`src/rtl/pipeline_pkg.sv`:
```
`default_nettype none
// ============================================================================
// Module      : pipeline_pkg
// Description : Shared pipeline definitions: packed control word layout and
//               the canonical no-op instruction encoding.
// Revision    : 1.0 - initial release
// ============================================================================
package pipeline_pkg;

    // Width of the packed control word carried down the pipeline
    localparam int CTRL_WIDTH = 10;

    // Control word bit map
    localparam int CTL_REGWRITE  = 0;
    localparam int CTL_MEMREAD   = 1;
    localparam int CTL_MEMWRITE  = 2;
    localparam int CTL_MEMTOREG  = 3;
    localparam int CTL_ALUSRC    = 4;
    localparam int CTL_REGDST    = 5;
    localparam int CTL_ALUOP_LSB = 6;
    localparam int CTL_ALUOP_MSB = 9;

    // All-zero word: a nop instruction whose rt field is 0
    localparam logic [31:0] NOP_INSTR = 32'h0000_0000;

endpackage : pipeline_pkg
`default_nettype wire

```
`src/rtl/sat_counter.sv`:
```
`default_nettype none
// ============================================================================
// Module      : sat_counter
// Description : Up-counter that sticks at all-ones instead of wrapping.
//               Cleared only by the asynchronous active-low reset.
// Revision    : 1.0 - initial release
// ============================================================================
module sat_counter #(
    parameter int CNT_WIDTH = 16
) (
    input  logic                 i_clk,
    input  logic                 i_rst_n,
    input  logic                 i_inc,
    output logic [CNT_WIDTH-1:0] o_count
);

    localparam logic [CNT_WIDTH-1:0] C_MAX = {CNT_WIDTH{1'b1}};

    logic [CNT_WIDTH-1:0] r_count;

    // Increment on request, holding at the maximum value once reached
    always_ff @(posedge i_clk or negedge i_rst_n) begin
        if (!i_rst_n) begin
            r_count <= '0;
        end else if (i_inc && (r_count != C_MAX)) begin
            r_count <= r_count + 1'b1;
        end
    end

    assign o_count = r_count;

endmodule : sat_counter
`default_nettype wire

```
`src/rtl/idex_pipeline_register.sv`:
```
`default_nettype none
// ============================================================================
// Module      : idex_pipeline_register
// Description : ID/EX pipeline register. Feeds the hazard unit (MemRead and
//               EX instruction), inserts load-use bubbles, applies branch
//               squashes (deferred while held) and counts bubbles.
// Revision    : 1.0 - initial release
// ============================================================================
module idex_pipeline_register #(
    parameter int DATA_WIDTH = 32,
    parameter int CTRL_WIDTH = pipeline_pkg::CTRL_WIDTH,
    parameter int CNT_WIDTH  = 16
) (
    input  logic                  i_clk,
    input  logic                  i_rst_n,
    input  logic                  i_hold,
    input  logic                  i_flush,
    input  logic                  i_write_enable_mux_control,
    input  logic [31:0]           i_id_instruction,
    input  logic [DATA_WIDTH-1:0] i_id_pc_plus4,
    input  logic [DATA_WIDTH-1:0] i_id_read_data1,
    input  logic [DATA_WIDTH-1:0] i_id_read_data2,
    input  logic [DATA_WIDTH-1:0] i_id_sign_ext_imm,
    input  logic [CTRL_WIDTH-1:0] i_id_control,
    output logic [31:0]           o_ex_instruction,
    output logic [DATA_WIDTH-1:0] o_ex_pc_plus4,
    output logic [DATA_WIDTH-1:0] o_ex_read_data1,
    output logic [DATA_WIDTH-1:0] o_ex_read_data2,
    output logic [DATA_WIDTH-1:0] o_ex_sign_ext_imm,
    output logic [CTRL_WIDTH-1:0] o_ex_control,
    output logic                  o_mem_read_from_idex,
    output logic                  o_ex_valid,
    output logic [CNT_WIDTH-1:0]  o_bubble_count
);

    import pipeline_pkg::*;

    logic [31:0]           r_ex_instruction;
    logic [DATA_WIDTH-1:0] r_ex_pc_plus4;
    logic [DATA_WIDTH-1:0] r_ex_read_data1;
    logic [DATA_WIDTH-1:0] r_ex_read_data2;
    logic [DATA_WIDTH-1:0] r_ex_sign_ext_imm;
    logic [CTRL_WIDTH-1:0] r_ex_control;
    logic                  r_ex_valid;
    logic                  r_flush_pending;

    logic                  w_squash;
    logic                  w_bubble;

    // A squash outranks a bubble; neither applies while the pipeline is held
    assign w_squash = !i_hold && (i_flush || r_flush_pending);
    assign w_bubble = !i_hold && !w_squash && !i_write_enable_mux_control;

    // Priority chain: hold, then squash, then bubble, then normal load
    always_ff @(posedge i_clk or negedge i_rst_n) begin
        if (!i_rst_n) begin
            r_ex_instruction  <= NOP_INSTR;
            r_ex_pc_plus4     <= '0;
            r_ex_read_data1   <= '0;
            r_ex_read_data2   <= '0;
            r_ex_sign_ext_imm <= '0;
            r_ex_control      <= '0;
            r_ex_valid        <= 1'b0;
            r_flush_pending   <= 1'b0;
        end else if (i_hold) begin
            // Freeze contents, but remember any flush so it is applied later
            if (i_flush) begin
                r_flush_pending <= 1'b1;
            end
        end else begin
            // Data fields always follow ID; they are don't-care when squashed
            r_ex_pc_plus4     <= i_id_pc_plus4;
            r_ex_read_data1   <= i_id_read_data1;
            r_ex_read_data2   <= i_id_read_data2;
            r_ex_sign_ext_imm <= i_id_sign_ext_imm;
            r_flush_pending   <= 1'b0;
            if (w_squash || w_bubble) begin
                // Zeroed control drops MemRead, releasing the load-use stall
                r_ex_instruction <= NOP_INSTR;
                r_ex_control     <= '0;
                r_ex_valid       <= 1'b0;
            end else begin
                r_ex_instruction <= i_id_instruction;
                r_ex_control     <= i_id_control;
                r_ex_valid       <= 1'b1;
            end
        end
    end

    sat_counter #(
        .CNT_WIDTH (CNT_WIDTH)
    ) u_bubble_counter (
        .i_clk   (i_clk),
        .i_rst_n (i_rst_n),
        .i_inc   (w_bubble),
        .o_count (o_bubble_count)
    );

    assign o_ex_instruction     = r_ex_instruction;
    assign o_ex_pc_plus4        = r_ex_pc_plus4;
    assign o_ex_read_data1      = r_ex_read_data1;
    assign o_ex_read_data2      = r_ex_read_data2;
    assign o_ex_sign_ext_imm    = r_ex_sign_ext_imm;
    assign o_ex_control         = r_ex_control;
    assign o_ex_valid           = r_ex_valid;
    assign o_mem_read_from_idex = r_ex_control[CTL_MEMREAD];

endmodule : idex_pipeline_register
`default_nettype wire

```
`config.mk`:
```
export PLATFORM = sky130hd
export DESIGN_NAME = idex_pipeline_register
export DESIGN_NICKNAME = d
export VERILOG_FILES = /design/src/rtl/pipeline_pkg.sv /design/src/rtl/sat_counter.sv /design/src/rtl/idex_pipeline_register.sv
export SDC_FILE = /design/constraint.sdc
export NUM_CORES = 1
export LEC_CHECK = 0
export ABC_AREA = 1
export ABC_CLOCK_PERIOD_IN_PS = 1700
export BUFFER_PORTS_ARGS = -buffer_cell sky130_fd_sc_hd__clkbuf_2
export CAP_MARGIN = 10
export CORE_AREA = 10 10 170 172
export DETAILED_ROUTE_END_ITERATION = 16
export DIE_AREA = 0 0 180 182
export PLACE_DENSITY = 0.63
export RECOVER_POWER = 50
export SYNTH_ARGS = -nofsm -noshare
export SYNTH_HDL_FRONTEND = slang
export SYNTH_SLANG_ARGS = --single-unit
```
`constraint.sdc`:
```
create_clock -name i_clk -period 1.7 [get_ports i_clk]
set_input_delay 0.34 -clock i_clk [delete_from_list [all_inputs] [get_ports i_clk]]
set_output_delay 0.34 -clock i_clk [all_outputs]
set_load 0.03 [all_outputs]
```
# Yosys cells after proc, flatten, opt, wreduce, memory -nomap -nowiden
# Cells that the tools add are included.
# word_totals
n_memories	0
mem_bits_rw	0
in_bits	175
latch_bits	0
ff_bits	188
mem_bits_ro	0
output_inout_bits	188
# op_classes
div_mod_pow	0
n_lt_le_gt_ge	0
n_shift	0
n_bitwise	0
mux	5
n_addsub	1
n_reduce_logical	9
n_mul	0
n_eq_ne	2
# op_table
cell	n
32-bit 2-to-1 mux	1
16-bit by 1-bit adder with 16-bit output (second input constant)	1
16-bit inequality test (second input constant)	1
10-bit 2-to-1 mux	1
1-bit logical AND	4
1-bit zero test	3
1-bit 2-to-1 mux	3
1-bit logical OR	2
2-bit by 1-bit inequality test with 1-bit output (second input constant)	1

# Logic depth before layout (Yosys ltp)
# Gate-level depths: netlist (run 1).
# depth
word_depth	7
ltp_mapped	9
ltp_nobuf	9

# Hierarchy
# Synthesis (run 1) repeated with hierarchy kept, for this count alone.
# unflattened
cells_unflattened	883
area_unflattened_um2	7642.3
# modules_own_cells
module	seq_area_each_um2	cells_per_inst	n_inst	area_per_inst_um2
idex_pipeline_register	4304.1	734	1	6583.8
sat_counter	400.4	149	1	1058.5

# Worst setup path after synthesis (run 1)
# No wires, ideal clock.
# synth_path
path_type	register to register
startpoint	register u_bubble_counter.r_count[0], in the netlist u_bubble_counter.o_count[0]
endpoint	register u_bubble_counter.r_count[11], in the netlist u_bubble_counter.o_count[11]
setup_time_ns	0.118
arrival_time_ns	1.616
stages_incl_launch_ff	10
slack_ns	-0.034
period_less_slack_ns	1.734
required_ns	1.582
path_buffers	1
path_cell_list	dfrtp_1 ha_1 nand3_2 inv_2 nand2_4 nor2_4 nor2_4 buf_6 nand2_2 o21ai_2
# synth_between
elab_chain_len	2
elab_cells_between_ends	3
classes_between	add/sub (1); eq/ne (1); reduce/logical (1)
# synth_rtl
item	line_no	source
start: declaration	sat_counter.sv:19	logic [CNT_WIDTH-1:0] r_count;
start signal: assignment	sat_counter.sv:26	r_count <= r_count + 1'b1;
branches (longest 2 deep; another with 16-bit by 1-bit adder with 16-bit output)	-	
# Several ways; the timed one is not identified.
# A chain may end at the register's enable or synchronous reset.

# Worst setup path after layout (run 1)
# layout_path
startpoint	register u_bubble_counter.r_count[0], in the netlist u_bubble_counter.o_count[0]
endpoint	register u_bubble_counter.r_count[2], in the netlist u_bubble_counter.o_count[2]
# Same word-level chain as after synthesis.

==> results of run 1 <==
## worst max-delay path, cell delays in order, from the launching register on
cell,delay [ns]
dfrtp_2,0.44
ha_1,0.21
nand3_2,0.11
inv_2,0.11
nand2_4,0.06
nor2_4,0.12
nor2_4,0.05
buf_4,0.17
nand2_1,0.07
nand2_1,0.05
## kinds of logic after synthesis
family                   after synthesis  synth area share
flip-flops                           188             0.622
AO/OA/AOI/OAI                         53            0.0385
XOR/XNOR                               3           0.00347
AND/OR/NAND/NOR                      538             0.280
buffers and inverters                 98            0.0544
adder cells (fa/ha/maj)                1           0.00165
## path summary, 6_finish.rpt
path | to | cells past startpoint | slack [ns] | from
worst max-delay path | u_bubble_counter.o_count[2] | 9 | 0.19 | u_bubble_counter.o_count[0]
worst min-delay path | o_ex_read_data1[24] | 3 | 0.10 | i_id_read_data1[24]
worst max register to register | u_bubble_counter.o_count[2] | 9 | 0.19 | u_bubble_counter.o_count[0]
worst min register to register | o_ex_read_data2[2] | 2 | 0.48 | o_ex_read_data2[2]
max in group asynchronous | o_ex_read_data2[8] | 3 | 0.25 | i_rst_n
min in group asynchronous | o_ex_instruction[19] | 2 | 0.63 | i_rst_n
## metrics by stage
step           hold WS (ns)  utilization
5_1_grt              0.0861        0.405
4_1_cts              0.0772        0.406
3_3_place_gp          0.290        0.384
6_report              0.104        0.405
2_1_floorplan        0.0444            -
3_5_place_dp          0.291        0.384
## per-layer routing
layer / vias to the layer above / part of all wire
li1: 3375 / -
met1: 3063 / 0.42
met2: 232 / 0.49
met3: 20 / 0.069
met4: 0 / 0.015
met5: - / 0
## registers in the layout (all words and copies together) (netlist names)
name / flops
o_ex_read_data2: 32
r_flush_pending: 1
o_ex_read_data1: 32
o_ex_valid: 1
o_ex_pc_plus4: 32
o_ex_sign_ext_imm: 32
o_ex_control: 10
o_ex_instruction: 32
u_bubble_counter.o_count: 16
## final cells by class
type | instances | area share
clock inverters | 14 | 0.0139
multi-input cells | 595 | 0.236
clock buffers | 18 | 0.0414
inverters | 58 | 0.0212
flip-flops and latches | 188 | 0.454
well taps | 335 | 0.0404
repair buffers | 379 | 0.193
## where the power goes
part           leakage, nW  switching, mW  internal, mW
combinational         3.41           1.65         0.683
sequential            2.36          0.284          4.86
clock                0.283           1.93          1.97
## synth_stat cells, drive strengths merged
library cell / number
buf: 17
clkbuf: 23
clkinv: 1
dfrtp: 188
ha: 1
inv: 57
nand2: 503
nand3: 9
nand4: 4
nor2: 22
o21ai: 53
xnor2: 1
xor2: 2
## timing repair
action / in CTS / in global routing
endpoints found under the hold margin: 29 / 0
endpoints found under the setup margin: 0 / 0
hold buffers: 1 / 0
==> results.yml, run 1 <==
timing:
  post-route-min-period_ns: 1.51
  slew_violations: 0
  slew_headroom: 0.174
  final.setup.tns_ns: 0
  setup_viol: 0
  fin_crit_sh: 0.888
  worstMarginPinSlew_ns: 1.24
  fin_worst_skew_ns: 0.0207
  rsz0062_at_grt: "no"
  setup_slack_ns: 0.190
  hold_viol_final: 0
  max_freq_mhz: 662
synth:
  synth_area_leaders: "dfrtp_1 (62%), nand2_1 (24%), o21ai_0 (3.0%)"
  yosysTopAreaCellShare: 0.622
  syn_area_um2: 7560
  syn_nets: 1057
  synth.avg_cell_area_um2: 8.59
  yosysTopAreaCell: "dfrtp_1"
  ys_seq_area_frac: 0.622
  synth.ff_latch_count: 188
  synth_cells: 881
  synth_warnings: 0
  ys_types: 23
placement:
  port_buffers: 362
  placed_area_um2: 9820
  dp_hpwl_um: 18400
  placed_cells: 1554
  preCtsSetupSlack_ns: 0.222
  place.gp.congestion: 0.808
floorplanning:
  die_h_um: 182
  initial_utilization: 0.295
  core_area_um2: 25600
  pin_count: 363
  die_area_um2: 32800
  die_w_um: 180
  fp-row-count: 59
setup_path:
  path_class: "flop to flop"
  arrival_ns: 1.81
  start_kind: "flop"
  crit_path_end_kind: "flop"
  critPathMaxFanout: 9
  cp.required_ns: 2.00
global_route:
  grt_max_degree: 99
  track_usage: 0.144
  grt_pass1_vias: 6698
  grt.met1_usage: 0.175
  grt_pass1_wl_um: 38300
  grt_use_met2: 0.240
  overflow: 0
  met3_usage: 0.0467
  grt-busiest-layer: "met2"
  antenna_found_initial: 0
routing:
  ant_nets: 0
  avgRoutedWirePerCell_um: 15.3
  dr_total_vias: 6690
  dr.pass1.iters: 5
  vias_per_cell: 4.22
  wl_um: 24300
  drcViolationCount: 0
  drtIter0Drc: 500
final_layout:
  finalNonFillerCells: 1587
  regArea_um2: 4710
  final_nets: 1415
  final_common_cell: "nand2_1"
  multiInputGateArea_um2: 2450
  diodes: 0
  layout_common_cells: "nand2_1 (493), clkbuf_2 (362), dfrtp_1 (187)"
  fillers: 2643
  design_area_um2: 10400
  area_growth_pct: 37.1
  drive_gt1_frac: 0.353
clock_network:
  clkLatencyLatePin_ns: 0.43
  clockBufferDepth: 2
  h-tree-depth: 4
  tritoncts: "done"
  cts.sinks: 188
  cts_root_buf: "clkbuf_16"
  postCtsSetupBuffers: 0
  cts_resized: 0
  path_clk_slew_ns: 0.08
  cts_inserted_buffers: 17
power_and_ir_drop:
  p_leak_nw: 6.06
  p_per_area_nw_per_um2: 1100
  p_total_mw: 11.4
  peakVddDrop_mv: 0.531
hold_path:
  min_path_type: "primary input to flop"
flow_run:
  cap_viol_max_count: 0
status:
  outcome: "completed"
Power figures use the tool's default switching activity.
==> run 2, diff against run 1 <==
Settings changed: BUFFER_PORTS_ARGS -buffer_cell sky130_fd_sc_hd__clkbuf_2 to not set, DONT_BUFFER_PORTS set to 1, PLACE_DENSITY 0.63 to 0.5.
==> run 2 against run 1 <==
Net effect:
- the flow now finishes with violations (hold timing)
- cell area is 16% lower
- sequential power grew 14%
- flip-flop and latch count is the same
- die area did not move
- fmax down 3.4%
==> results.yml, run 2 (synthesized netlist as in run 1, its figures left out) <==
status:
  outcome: "finished with violations"
  violations: "hold timing"
placement:
  port_buffers: 0
  dp_hpwl_um: 16700
  place.gp.congestion: 0.762
timing:
  rsz0062_at_grt: "no"
  post-route-min-period_ns: 1.56
  fin_worst_skew_ns: 0.0192
  slew_headroom: 0.596
  fin_crit_sh: 0.920
  hold_viol_final: 188
  holdWs_ns: -0.400
  final.setup.tns_ns: 0
  slew_violations: 0
  worstMarginPinSlew_ns: 0.607
  max_freq_mhz: 640
  setup_viol: 0
power_and_ir_drop:
  peakVddDrop_mv: 0.599
  p_leak_nw: 4.60
  p_total_mw: 10.8
  p_per_area_nw_per_um2: 1240
flow_run:
  cap_viol_max_count: 0
clock_network:
  h-tree-depth: 4
  cts_inserted_buffers: 17
  holdBufCountCts: 14
  postCtsSetupBuffers: 0
  clockBufferDepth: 2
  clkLatencyLatePin_ns: 0.43
  path_clk_slew_ns: 0.08
  cts_root_buf: "clkbuf_16"
  cts.sinks: 188
  tritoncts: "done"
  cts_resized: 0
setup_path:
  cp.required_ns: 2.01
  start_kind: "flop"
  r2r_start: "u_bubble_counter.o_count[0]"
  ff2ff_path_depth: 9
  arrival_ns: 1.87
  r2r_end: "u_bubble_counter.o_count[13]"
  rrSetupSlack_ns: 0.14
  path_class: "flop to flop"
  crit_path_end_kind: "flop"
  critPathMaxFanout: 13
floorplanning:
  die_area_um2: 32800
  die_w_um: 180
  pin_count: 363
  core_area_um2: 25600
  die_h_um: 182
  fp-row-count: 59
  initial_utilization: 0.295
routing:
  drcViolationCount: 0
  wl_um: 23200
  dr_total_vias: 5566
  avgRoutedWirePerCell_um: 18.6
  dr.pass1.iters: 5
  ant_nets: 0
  vias_per_cell: 4.47
  drtIter0Drc: 371
global_route:
  antenna_found_initial: 0
  grt_max_degree: 189
  track_usage: 0.136
  grt_pass1_wl_um: 35900
  overflow: 0
  grt_pass1_vias: 5837
final_layout:
  drive_gt1_frac: 0.0955
  final_nets: 1074
  fillers: 2675
  layout_common_cells: "nand2_1 (493), dfrtp_1 (187), inv_1 (53)"
  area_growth_pct: 15.4
  final_common_cell: "nand2_1"
  diodes: 0
hold_path:
  min_path_type: "primary input to async pin"
run 2: worst max-delay path by stage:
stage / from / to / slack (ns) / cells after the start
global placement: u_bubble_counter.o_count[0] / u_bubble_counter.o_count[11] / 0.21 / 9
CTS: u_bubble_counter.o_count[0] / u_bubble_counter.o_count[4] / 0.16 / 9
global route: u_bubble_counter.o_count[0] / u_bubble_counter.o_count[4] / 0.04 / 9
floorplan: u_bubble_counter.o_count[1] / u_bubble_counter.o_count[11] / 0.03 / 9
detailed placement: u_bubble_counter.o_count[0] / u_bubble_counter.o_count[11] / 0.16 / 9
finish: u_bubble_counter.o_count[0] / u_bubble_counter.o_count[13] / 0.14 / 9
run 2: metrics by stage:
stage	util	hold WS, ns	cell area, µm²	setup slack, ns	std cells
floorplan	-	0.0444	7570	0.0325	881
global placement	0.313	0.0498	8010	0.208	1200
detailed placement	0.313	0.0502	8010	0.164	1200
CTS	0.341	-0.422	8730	0.156	1246
global route	0.341	-0.437	8730	0.0449	1246
finish	0.341	-0.400	8730	0.136	1246
run 2: final cells by class:
class	instances	area (µm²)	share of cell area
sequential	188	4710	0.539
multi-input combinational	595	2450	0.280
clock buffer	18	429	0.0491
tap	335	419	0.0480
timing repair buffer	38	358	0.0410
inverter	58	220	0.0252
clock inverter	14	154	0.0176
run 2: where the power goes:
| part | switching, mW | total (mW) | leakage [nW] | internal (mW) |
|---|---|---|---|---|
| Clock | 1.96 | 3.94 | 0.285 | 1.97 |
| Combinational | 0.630 | 1.00 | 1.96 | 0.375 |
| Sequential | 1.03 | 5.88 | 2.36 | 4.85 |
run 2: worst max-delay path, stage by stage, from the launching register on:
cell,delay [ns]
dfrtp_2,0.37
ha_1,0.29
nand3_2,0.13
inv_2,0.11
nand2_4,0.06
nor2_4,0.12
nor2_4,0.04
buf_4,0.19
nand2_1,0.09
nand2_1,0.04
run 2: metal layers:
| metal | share of wire | global-route usage |
|---|---|---|
| met5 | 0 | 0 |
| met4 | 0.010 | 0.0404 |
| met3 | 0.093 | 0.0553 |
| met2 | 0.50 | 0.226 |
| met1 | 0.40 | 0.159 |
==> run 3, diff against run 2 <==
Settings changed: CORE_AREA 10 10 170 172 to 10 10 141 143, DIE_AREA 0 0 180 182 to 0 0 151 153, PLACE_DENSITY 0.5 to 0.66.
==> run 3 against run 2 <==
Net effect:
- the flow still finishes with violations (hold timing)
- flip-flop and latch count did not move
- cell count fell by 10%
- critical path depth did not move
- fmax rose by 3.6%
- combinational power barely moved
- clock skew fell by 0.011 ns
- first-iteration DRC count rose by 5.1%
- power rose by 3.3%
- count of clock-buffer cells in the layout fell by 1
- non-clock buffer count fell by 15
- setup slack improved by 0.054 ns
- utilization rose by 16 points
==> results.yml, run 3 (synthesized netlist as in run 1, its figures left out) <==
final_layout:
  final_common_cell: "nand2_1"
  diodes: 0
  drive_gt1_frac: 0.0982
  design_area_um2: 8490
  final_nets: 1059
  layout_common_cells: "nand2_1 (493), dfrtp_1 (187), inv_1 (53)"
  fillers: 1603
  area_growth_pct: 12.2
timing:
  fin_crit_sh: 0.888
  slew_headroom: 0.332
  rsz0062_at_grt: "no"
  max_freq_mhz: 663
  holdWs_ns: -0.397
  fin_worst_skew_ns: 0.00809
  slew_violations: 0
  worstMarginPinSlew_ns: 1.00
  hold_viol_final: 188
  final.setup.tns_ns: 0
  post-route-min-period_ns: 1.51
  setup_viol: 0
  setup_slack_ns: 0.191
routing:
  wl_um: 22500
  ant_nets: 0
  dr.pass1.iters: 4
  avgRoutedWirePerCell_um: 20.0
  drcViolationCount: 0
  drtIter0Drc: 390
  vias_per_cell: 4.96
  dr_total_vias: 5560
clock_network:
  h-tree-depth: 4
  cts_root_buf: "clkbuf_16"
  postCtsSetupBuffers: 0
  clkLatencyLatePin_ns: 0.42
  cts_resized: 0
  tritoncts: "done"
  path_clk_slew_ns: 0.08
  cts_inserted_buffers: 17
  cts.sinks: 188
  clockBufferDepth: 2
floorplanning:
  fp-row-count: 48
  die_h_um: 153
  pin_count: 363
  core_area_um2: 17100
  die_w_um: 151
  die_area_um2: 23100
  initial_utilization: 0.444
setup_path:
  arrival_ns: 1.82
  r2r_end: "u_bubble_counter.o_count[0]"
  crit_path_end_kind: "flop"
  path_class: "flop to flop"
  critPathTopFamily: "simple AND/OR/NAND/NOR gates"
  cp.depth: 9
  r2r_start: "u_bubble_counter.o_count[0]"
  slowest_delay_ns: 0.40
  critPathMaxFanout: 8
  cp.required_ns: 2.01
  rrSetupSlack_ns: 0.19
  cp_slowest_cell: "dfrtp_2"
  crit_chain: "ha_1 -> nand3_2 -> inv_2 -> nand2_4 -> nor2_4 -> nor2_4 -> inv_2 -> nand2_1 -> nand2_1"
  start_kind: "flop"
  worst-path-buf-inv: 2
  ff2ff_path_depth: 9
global_route:
  antenna_found_initial: 0
  grt_max_degree: 189
  track_usage: 0.187
  overflow: 0
  grt_pass1_vias: 5622
  grt_pass1_wl_um: 33700
power_and_ir_drop:
  p_per_area_nw_per_um2: 1320
  peakVddDrop_mv: 0.659
  p_leak_nw: 4.55
placement:
  placed_area_um2: 7850
  port_buffers: 0
  preCtsSetupSlack_ns: 0.201
  place.gp.congestion: 0.822
  dp_hpwl_um: 16500
flow_run:
  cap_viol_max_count: 0
status:
  violations: "hold timing"
  outcome: "finished with violations"
hold_path:
  min_path_type: "primary input to async pin"
==> run 3: layout make-up <==
| class | instances | area, µm² | share of cell area |
|---|---|---|---|
| Timing Repair Buffer | 23 | 183 | 0.0215 |
| Inverter | 58 | 219 | 0.0258 |
| Multi-Input combinational cell | 595 | 2450 | 0.289 |
| Clock buffer | 17 | 425 | 0.0501 |
| Sequential cell | 188 | 4710 | 0.554 |
| Clock inverter | 15 | 224 | 0.0264 |
| Tap cell | 225 | 282 | 0.0332 |
==> run 3: worst max path at each step <==
stage	startpoint	slack, ns	to
after floorplan	u_bubble_counter.o_count[1]	0.03	u_bubble_counter.o_count[11]
after global placement	u_bubble_counter.o_count[0]	0.23	u_bubble_counter.o_count[3]
after detailed placement	u_bubble_counter.o_count[0]	0.20	u_bubble_counter.o_count[2]
after CTS	o_ex_control[1]	0.16	o_mem_read_from_idex
after global routing	u_bubble_counter.o_count[0]	0.05	u_bubble_counter.o_count[2]
final	u_bubble_counter.o_count[0]	0.19	u_bubble_counter.o_count[0]
==> run 3: report_power, final <==
group	switching, mW	internal, mW	leakage, nW
Combinational	0.621	0.353	1.88
Clock	1.90	2.41	0.313
Sequential	1.04	4.85	2.36
Total	3.57	7.61	4.55
==> run 3: routing by layer <==
layer | up-vias | global-route usage | wire length [µm]
met1 | 2607 | 0.210 | 8280
met4 | 0 | 0.0546 | 390
li1 | 2663 | - | -
met2 | 268 | 0.312 | 10900
met5 | - | 0 | 0
met3 | 22 | 0.0836 | 2850
==> run 3: through the flow <==
| stage | std cells | total power [mW] | utilization |
|---|---|---|---|
| 6_report | 1121 | 11.2 | 0.498 |
| 5_1_grt | 1121 | 11.7 | 0.498 |
| 4_1_cts | 1121 | 11.3 | 0.498 |
| 3_5_place_dp | 1089 | 6.98 | 0.460 |
| 3_3_place_gp | 1089 | 6.95 | 0.460 |
| 2_1_floorplan | 881 | 6.59 | - |
